## src/rtl/regfile_ctrl_pkg.sv

```systemverilog
// ============================================================================
//  Module      : regfile_ctrl_pkg
//  Description : Shared types and default sizes for the register-file write
//                scheduler (state ids, requester ids, widths).
//  Revision    : 1.0 - initial release
// ============================================================================
`default_nettype none

package regfile_ctrl_pkg;

  localparam int DEF_DATA_W   = 32;
  localparam int DEF_ADDR_W   = 6;
  localparam int DEF_NUM_REGS = 32;

  // Scheduler phase: zero-init walk, then writeback arbitration
  typedef enum logic [0:0] {
    INIT = 1'b0,
    ARB  = 1'b1
  } state_e;

  // Requester identity; values double as grant-vector bit positions
  typedef enum logic [0:0] {
    REQ_ALU = 1'b0,
    REQ_MEM = 1'b1
  } req_id_e;

endpackage : regfile_ctrl_pkg

`default_nettype wire

```

## src/rtl/regfile_write_sched_rr_arb2.sv

```systemverilog
// ============================================================================
//  Module      : rr_arb2
//  Description : Two-way round-robin arbiter. A lone requester always wins;
//                on conflict the requester not granted last time wins. The
//                history only advances when a grant is actually consumed.
//  Revision    : 1.0 - initial release
// ============================================================================
`default_nettype none

module rr_arb2
  import regfile_ctrl_pkg::*;
(
  input  logic       clk,
  input  logic       rst_n,
  input  logic [1:0] req,
  input  logic       accept,
  output logic [1:0] grant
);

  req_id_e r_last_grant;

  // Grant selection: single requester wins, conflict goes to the other side
  always_comb begin
    grant = 2'b00;
    case (req)
      2'b01:   grant = 2'b01;
      2'b10:   grant = 2'b10;
      2'b11:   grant = (r_last_grant == REQ_MEM) ? 2'b01 : 2'b10;
      default: grant = 2'b00;
    endcase
  end

  // Remember the winner of each completed handshake; reset favours ALU next
  always_ff @(posedge clk or negedge rst_n) begin
    if (!rst_n) begin
      r_last_grant <= REQ_MEM;
    end else if (accept && (grant != 2'b00)) begin
      r_last_grant <= grant[1] ? REQ_MEM : REQ_ALU;
    end
  end

endmodule : rr_arb2

`default_nettype wire

```

## src/rtl/regfile_write_sched.sv

```systemverilog
// ============================================================================
//  Module      : regfile_write_sched
//  Description : Owns the single write port of the register file. Clears
//                every register after reset or clear_req, then arbitrates
//                ALU and MEM writebacks onto the port one per cycle.
//  Revision    : 1.0 - initial release
// ============================================================================
`default_nettype none

module regfile_write_sched
  import regfile_ctrl_pkg::*;
#(
  parameter int DATA_W   = DEF_DATA_W,
  parameter int ADDR_W   = DEF_ADDR_W,
  parameter int NUM_REGS = DEF_NUM_REGS
) (
  input  logic              clk,
  input  logic              rst_n,
  input  logic              clear_req,
  input  logic              alu_valid,
  input  logic [ADDR_W-1:0] alu_reg,
  input  logic [DATA_W-1:0] alu_data,
  output logic              alu_ready,
  input  logic              mem_valid,
  input  logic [ADDR_W-1:0] mem_reg,
  input  logic [DATA_W-1:0] mem_data,
  output logic              mem_ready,
  output logic              reg_write,
  output logic [ADDR_W-1:0] write_reg,
  output logic [DATA_W-1:0] write_data,
  output logic              init_done,
  output logic              wr_err
);

  localparam int CNT_W = $clog2(NUM_REGS) + 1;

  localparam logic [0:0]       ST_INIT   = 1'(INIT);
  localparam logic [0:0]       ST_ARB    = 1'(ARB);
  localparam logic [CNT_W-1:0] CNT_LAST  = CNT_W'(NUM_REGS - 1);
  localparam logic [ADDR_W:0]  REG_LIMIT = (ADDR_W + 1)'(NUM_REGS);

  logic [0:0]        r_state;
  logic [CNT_W-1:0]  r_cnt;

  logic              w_arb_en;
  logic [1:0]        w_req;
  logic [1:0]        w_grant;
  logic              w_accept;
  logic [ADDR_W-1:0] w_sel_reg;
  logic [DATA_W-1:0] w_sel_data;
  logic              w_idx_zero;
  logic              w_idx_oob;

  // A clear request suppresses arbitration in the cycle it is seen
  assign w_arb_en = (r_state == ST_ARB) && !clear_req;
  assign w_req    = {mem_valid, alu_valid} & {2{w_arb_en}};

  rr_arb2 u_arb (
    .clk    (clk),
    .rst_n  (rst_n),
    .req    (w_req),
    .accept (w_accept),
    .grant  (w_grant)
  );

  // Any grant is a completed handshake since grant only follows a valid
  assign w_accept  = |w_grant;
  assign alu_ready = w_grant[REQ_ALU];
  assign mem_ready = w_grant[REQ_MEM];

  assign w_sel_reg  = w_grant[REQ_MEM] ? mem_reg  : alu_reg;
  assign w_sel_data = w_grant[REQ_MEM] ? mem_data : alu_data;
  assign w_idx_zero = (w_sel_reg == '0);
  assign w_idx_oob  = ({1'b0, w_sel_reg} >= REG_LIMIT);

  assign init_done = (r_state == ST_ARB);

  // Phase control: walk the counter through every register, then arbitrate
  always_ff @(posedge clk or negedge rst_n) begin
    if (!rst_n) begin
      r_state <= ST_INIT;
      r_cnt   <= '0;
    end else begin
      case (r_state)
        ST_INIT: begin
          r_cnt <= r_cnt + 1'b1;
          if (r_cnt == CNT_LAST) begin
            r_state <= ST_ARB;
          end
        end
        ST_ARB: begin
          if (clear_req) begin
            r_state <= ST_INIT;
            r_cnt   <= '0;
          end
        end
        default: begin
          r_state <= ST_INIT;
          r_cnt   <= '0;
        end
      endcase
    end
  end

  // Registered write port: zero writes during the walk, accepted data in ARB;
  // $zero and out-of-range indices complete the handshake but never write
  always_ff @(posedge clk or negedge rst_n) begin
    if (!rst_n) begin
      reg_write  <= 1'b0;
      write_reg  <= '0;
      write_data <= '0;
      wr_err     <= 1'b0;
    end else if (r_state == ST_INIT) begin
      reg_write  <= 1'b1;
      write_reg  <= ADDR_W'(r_cnt);
      write_data <= '0;
      wr_err     <= 1'b0;
    end else begin
      reg_write <= w_accept && !w_idx_zero && !w_idx_oob;
      wr_err    <= w_accept && w_idx_oob;
      if (w_accept) begin
        write_reg  <= w_sel_reg;
        write_data <= w_sel_data;
      end
    end
  end

endmodule : regfile_write_sched

`default_nettype wire

```

## config.mk

```make
export PLATFORM = sky130hd
export DESIGN_NAME = regfile_write_sched
export DESIGN_NICKNAME = d
export VERILOG_FILES = /design/src/rtl/regfile_ctrl_pkg.sv /design/src/rtl/regfile_write_sched_rr_arb2.sv /design/src/rtl/regfile_write_sched.sv
export SDC_FILE = /design/constraint.sdc
export NUM_CORES = 1
export LEC_CHECK = 0
export ABC_AREA = 1
export CORE_ASPECT_RATIO = 1.25
export CORE_MARGIN = 2
export CORE_UTILIZATION = 27
export DETAILED_ROUTE_END_ITERATION = 10
export MAX_ROUTING_LAYER = met4
export PLACE_DENSITY = 0.7
export RECOVER_POWER = 50
export SYNTH_ARGS = -nofsm -noshare
export SYNTH_HDL_FRONTEND = slang
export SYNTH_SLANG_ARGS = --single-unit
```

## constraint.sdc

```tcl
create_clock -name clk -period 1.75 [get_ports clk]
set_input_delay 0.4375 -clock clk [delete_from_list [all_inputs] [get_ports clk]]
set_output_delay 0.4375 -clock clk [all_outputs]
set_load 0.02 [all_outputs]
```

Yosys cells after proc, flatten, opt, wreduce, memory -nomap -nowiden
Cells that the tools add are included.
{ "word_totals": {"reg_bits": 48, "word_cells": 44, "output_inout_bits": 43, "input_bits": 81} }
{ "op_classes": {"order_cmp": 1, "muxes": 16, "eq_ne": 6, "reduce_logical": 11, "n_addsub": 1, "bitwise": 2} }
{ "op_table": {"columns": ["operator", "count"], "rows": [
  ["2-to-1 mux 32 bit", 3],
  ["2-to-1 mux 6 bit", 4],
  ["one-hot mux 6 bit (2 select lines)", 1],
  ["adder 6 x 1 -> 6 bit (second input constant)", 1],
  ["equality test 6 x 5 -> 1 bit (second input constant)", 1],
  [">= comparator 6 bit (second input constant)", 1],
  ["zero test 6 bit", 1],
  ["one-hot mux 2 bit (3 select lines)", 1],
  ["logical AND 1 bit", 5],
  ["2-to-1 mux 1 bit", 5],
  ["equality test 2 bit (second input constant)", 2],
  ["zero test 1 bit", 3],
  ["AND 2 bit", 1],
  ["equality test 2 x 1 -> 1 bit (second input constant)", 1],
  ["2-to-1 mux 2 bit", 1],
  ["!= test 2 x 1 -> 1 bit (second input constant)", 1],
  ["!= test 2 bit (second input constant)", 1],
  ["one-hot mux 1 bit (2 select lines)", 1],
  ["nonzero test 2 bit", 1],
  ["OR reduction 2 bit", 1],
  ["inverter 1 bit", 1]
]} }

Depth between registers and ports, before layout
{ "logic_depth": {"ltp_word": 11, "mapped_depth": 9, "depth_no_buf": 8} }

Hierarchy
Synthesis repeated with hierarchy kept, for this count alone.
{ "hier_totals": {"cells_unflattened": 252, "area_unflattened_um2": 2399.8} }
{ "modules_own_cells": {"columns": ["module", "instances", "cells_per_inst", "area_per_inst_um2"], "rows": [
  ["regfile_write_sched", 1, 244, 2338.5],
  ["rr_arb2", 1, 8, 61.3]
]} }

Worst setup path after synthesis
Ideal clock, no wire load.
{ "synth_path": {"path_kind": "reg-to-output", "start": "reg r_state, in the netlist init_done", "end": "out alu_ready", "t_arrival_ns": 1.227, "path_stages_with_launch": 3, "slack_ns": 0.085, "path_cell_list": "dfrtp_1 > nand2_1 > a211oi_1"} }
{ "synth_via": {"elab_chain_cells": 4} }
{ "synth_lines": {"columns": ["item", "line", "rtl"], "rows": [
  ["from (decl)", "regfile_write_sched.sv:42", "logic [0:0] r_state;"],
  ["from (signal assigned)", "regfile_write_sched.sv:81", "r_state <= ST_INIT;"],
  ["from (signal assigned)", "regfile_write_sched.sv:88", "r_state <= ST_ARB;"],
  ["from (signal assigned)", "regfile_write_sched.sv:93", "r_state <= ST_INIT;"],
  ["logical AND 1 bit (*)", "regfile_write_sched.sv:55", "assign w_arb_en = (r_state == ST_ARB) && !clear_req;"],
  ["AND 2 bit (*)", "regfile_write_sched.sv:56", "assign w_req = {mem_valid, alu_valid} & {2{w_arb_en}};"],
  ["equality test 2 bit / equality test 2 x 1 -> 1 bit (equally long branches)", "regfile_write_sched_rr_arb2.sv:25", "case (req)"],
  ["one-hot mux 2 bit (3 select lines) (*)", "regfile_write_sched_rr_arb2.sv:25", null],
  ["to (decl)", "regfile_write_sched.sv:23", "output logic alu_ready,"]
]} }
Every way passes the cells marked *; elsewhere a longest branch is shown, timed or not.

Final worst setup path
{ "layout_path": {"start": "reg u_arb.r_last_grant", "end": "out mem_ready"} }
{ "layout_via": {"elab_chain_cells": 2} }
{ "layout_lines": {"columns": ["item", "line", "rtl"], "rows": [
  ["from (decl)", "regfile_write_sched_rr_arb2.sv:20", "req_id_e r_last_grant;"],
  ["from (signal assigned)", "regfile_write_sched_rr_arb2.sv:38", "r_last_grant <= grant[1] ? REQ_MEM : REQ_ALU;"],
  ["2-to-1 mux 2 bit", "regfile_write_sched_rr_arb2.sv:28", "2'b11: grant = (r_last_grant == REQ_MEM) ? 2'b01 : 2'b10;"],
  ["one-hot mux 2 bit (3 select lines)", "regfile_write_sched_rr_arb2.sv:25", null],
  ["to (decl)", "regfile_write_sched.sv:27", "output logic mem_ready,"]
]} }
No other way between the ends.

==> results.md <==
* Outcome: finished, final reports clean
* Most frequent cells in the layout: 95 x clkdlybuf4s50_1, 52 x nand2_1, 50 x o21ai_0
* Switching Share at 33.20%
* Initial core utilization at 27.66%
* Total GRT Usage at 16.72%
* Detailed Route Iter0 Violations at 86
* Detailed Place HPWL at 5434 um
* Yosys cell types at 27
* Gate count after technology mapping at 276
* Post-Syn Nets at 358
* Critical path endpoint: mem_ready
* Clock latency on the worst-skew pair at 0.30 ns
* Die area at 0.009199 mm^2
* Post-route DRC at 0
* P_sw at 1.179 mW
* Antenna violations before repair at 0
* Wire per inst at 14.18 um
* Core Footprint at 0.008240 mm^2
* IR drop worst, VDD at 475.3 uV
* Fillers at 830
* Std cell rows at 37
* Most common cell after layout, fill and taps aside: clkdlybuf4s50_1
* Reg-to-Reg Start: init_done
* Sequential Power Share at 41.6%
* IO Pins at 124
* Antenna cell count at 0
* RSZ-0062 raised after global routing: yes
* #FFs+latches synth at 48
* Area delta synth->final at 66.63%
* DR vias at 2446
* Worst hold slack at 0.4592 ns
* Area of the multi-input gates at 923.4 um^2
* Clock-pin slew on the worst setup and hold paths at 0.10 ns
* Worst slew margin at 19.71%
* Die W at 86.19 um
* Crit Path Category: flip-flop to output pin
* Setup crit start kind: flip-flop
* Cts bufs inserted at 5
* Int Power at 2.372 mW
* Clk buf depth at 2
* Measured slew at the worst slew-check pin at 1.204 ns
* Reg2reg end: write_data[4]
* Yosys top cell area share at 51.59%
* Largest cells by area after synthesis: dfrtp_1 52%, o21ai_0 11%, nand2_1 8.7%
* Max_cap viols at 0
* CTS tree: yes
* Power Dens Cells at 934.9 mW/mm^2
* Area leader, netlist: dfrtp_1
* Die H at 106.7 um
* CTS sink count at 48
* Syn avg cell area at 8.260 um^2
* Critical Path RT at 1.31 ns
* Flip-flop and latch area at 0.001202 mm^2
* Leak Pwr at 1.811 nW
* Global-route wire length before repair at 11980 um
* PnR worst setup slack at 0.02877 ns
* Routed WL at 7230 um
* Power share of the clock group at 22.6%
* Synth Cell Area at 0.002280 mm^2
* Final Critical Period at 1.721 ns
* Combinational power share at 35.8%
* Layout cells sized above 1 at 9.685%
* Post-synthesis sequential area ratio at 52.74%
* Grt total ovfl at 0
* Nets at 494
* Final worst-path cycle share at 98.36%
* Placement Setup Slack at -0.5327 ns
* Worst Path Max Fanout at 2
* H-tree level count at 2
* Largest net degree at the start of global routing at 49
* Tightest Hold Check Type: input port to async pin
* Largest register FFs at 32
* Final ANT Viol Nets at 0
* Crit path launch: u_arb.r_last_grant
* R2R Setup Slk at 0.17 ns
* R2R cell count at 8
* Pre-antenna DRT Iters at 4
* Final Hold Fails at 0
* Final Skew at 0.01429 ns
* Finish-stage setup viols at 0
* Peak Freq at 581.0 MHz
* Worst Path Arrival at 1.28 ns
* Vias per std cell at 4.796
* Crit path capture type: output pin
* Core Util, Final at 46.10%
* Number of I/O port buffers at 123
* Vias in the first global route at 2582
* Clock root cell: clkbuf_8
* Final max-slew violation count at 0
* Hold buffers post-CTS at 0
* Yosys warns at 0
* Placer Congestion at 0.9167
power by group through the flow:
stage	sequential [mW]	combinational, mW	clock (mW)
floorplan	1.62	0.528	0
global placement	1.49	1.32	0
detailed placement	1.50	1.35	0
CTS	1.48	1.36	0.815
global route	1.51	1.42	0.869
finish	1.48	1.27	0.801
how the worst min path moves through the flow:
stage	end	slack [ns]
3_5_place_dp	write_data[9]	0.44
6_report	write_data[16]	0.46
5_1_grt	write_data[0]	0.53
2_1_floorplan	init_done	0.14
4_1_cts	write_data[15]	0.12
3_3_place_gp	write_data[9]	0.45
cells in the mapped netlist:
library cell and number:
nand2_1 53, o21ai_0 50, dfrtp_1 47, nor2_1 38, o21ai_1 24, inv_1 17, buf_2 8, a22oi_1 6
clkbuf_1 4, nand3_1 4, nand4_1 4, buf_6 3, a21oi_1 2, inv_2 2, nand3b_1 2, a211oi_1 1
a22o_1 1, and2_1 1, clkinv_1 1, dfstp_2 1, ha_1 1, mux2i_1 1, nor2_4 1, o21ai_2 1
o21bai_1 1, o22ai_1 1, o31ai_1 1
critical path, stage by stage, from the launching register on:
cell	delay, ns
dfstp_2	0.54
nand2_2	0.05
nand4_1	0.13
clkinv_2	0.12
buf_6	0.14
cell families after synthesis:
kind of cell	synth area share (%)
buffers and inverters	7.190
multiplexers	0.4391
flip-flops	52.74
adder cells (fa/ha/maj)	0.5488
AO/OA/AOI/OAI	20.69
AND/OR/NAND/NOR	18.39
cell type report:
type | count | area share [%]
inverters | 20 | 2.009
clock buffers | 6 | 1.910
flip-flops and latches | 48 | 31.65
clock inverters | 2 | 0.9223
multi-input cells | 193 | 24.31
repair buffers | 144 | 36.00
well taps | 97 | 3.195
what timing repair did:
| action | in CTS | in global routing |
|---|---|---|
| setup buffers | 1 | 0 |
| gates resized for setup | 15 | 23 |
| setup endpoints to repair | 3 | 23 |
| pin swaps | 1 | 1 |
layer usage:
layer	part of all wire, %	track usage [%]
met5	0	-
met4	2.7	6.027
met3	5.3	3.849
met2	52	29.29
met1	40	18.47
through the flow:
stage	instances	cell area [um^2]	setup TNS [ns]	power, mW
floorplan	276	2280	0	2.147
global placement	501	3726	-9.996	2.818
detailed placement	501	3726	-10.45	2.846
CTS	510	3850	-0.004845	3.651
global route	510	3799	-0.03148	3.792
finish	510	3799	0	3.551
No activity file was read; power rests on OpenSTA's default activity.
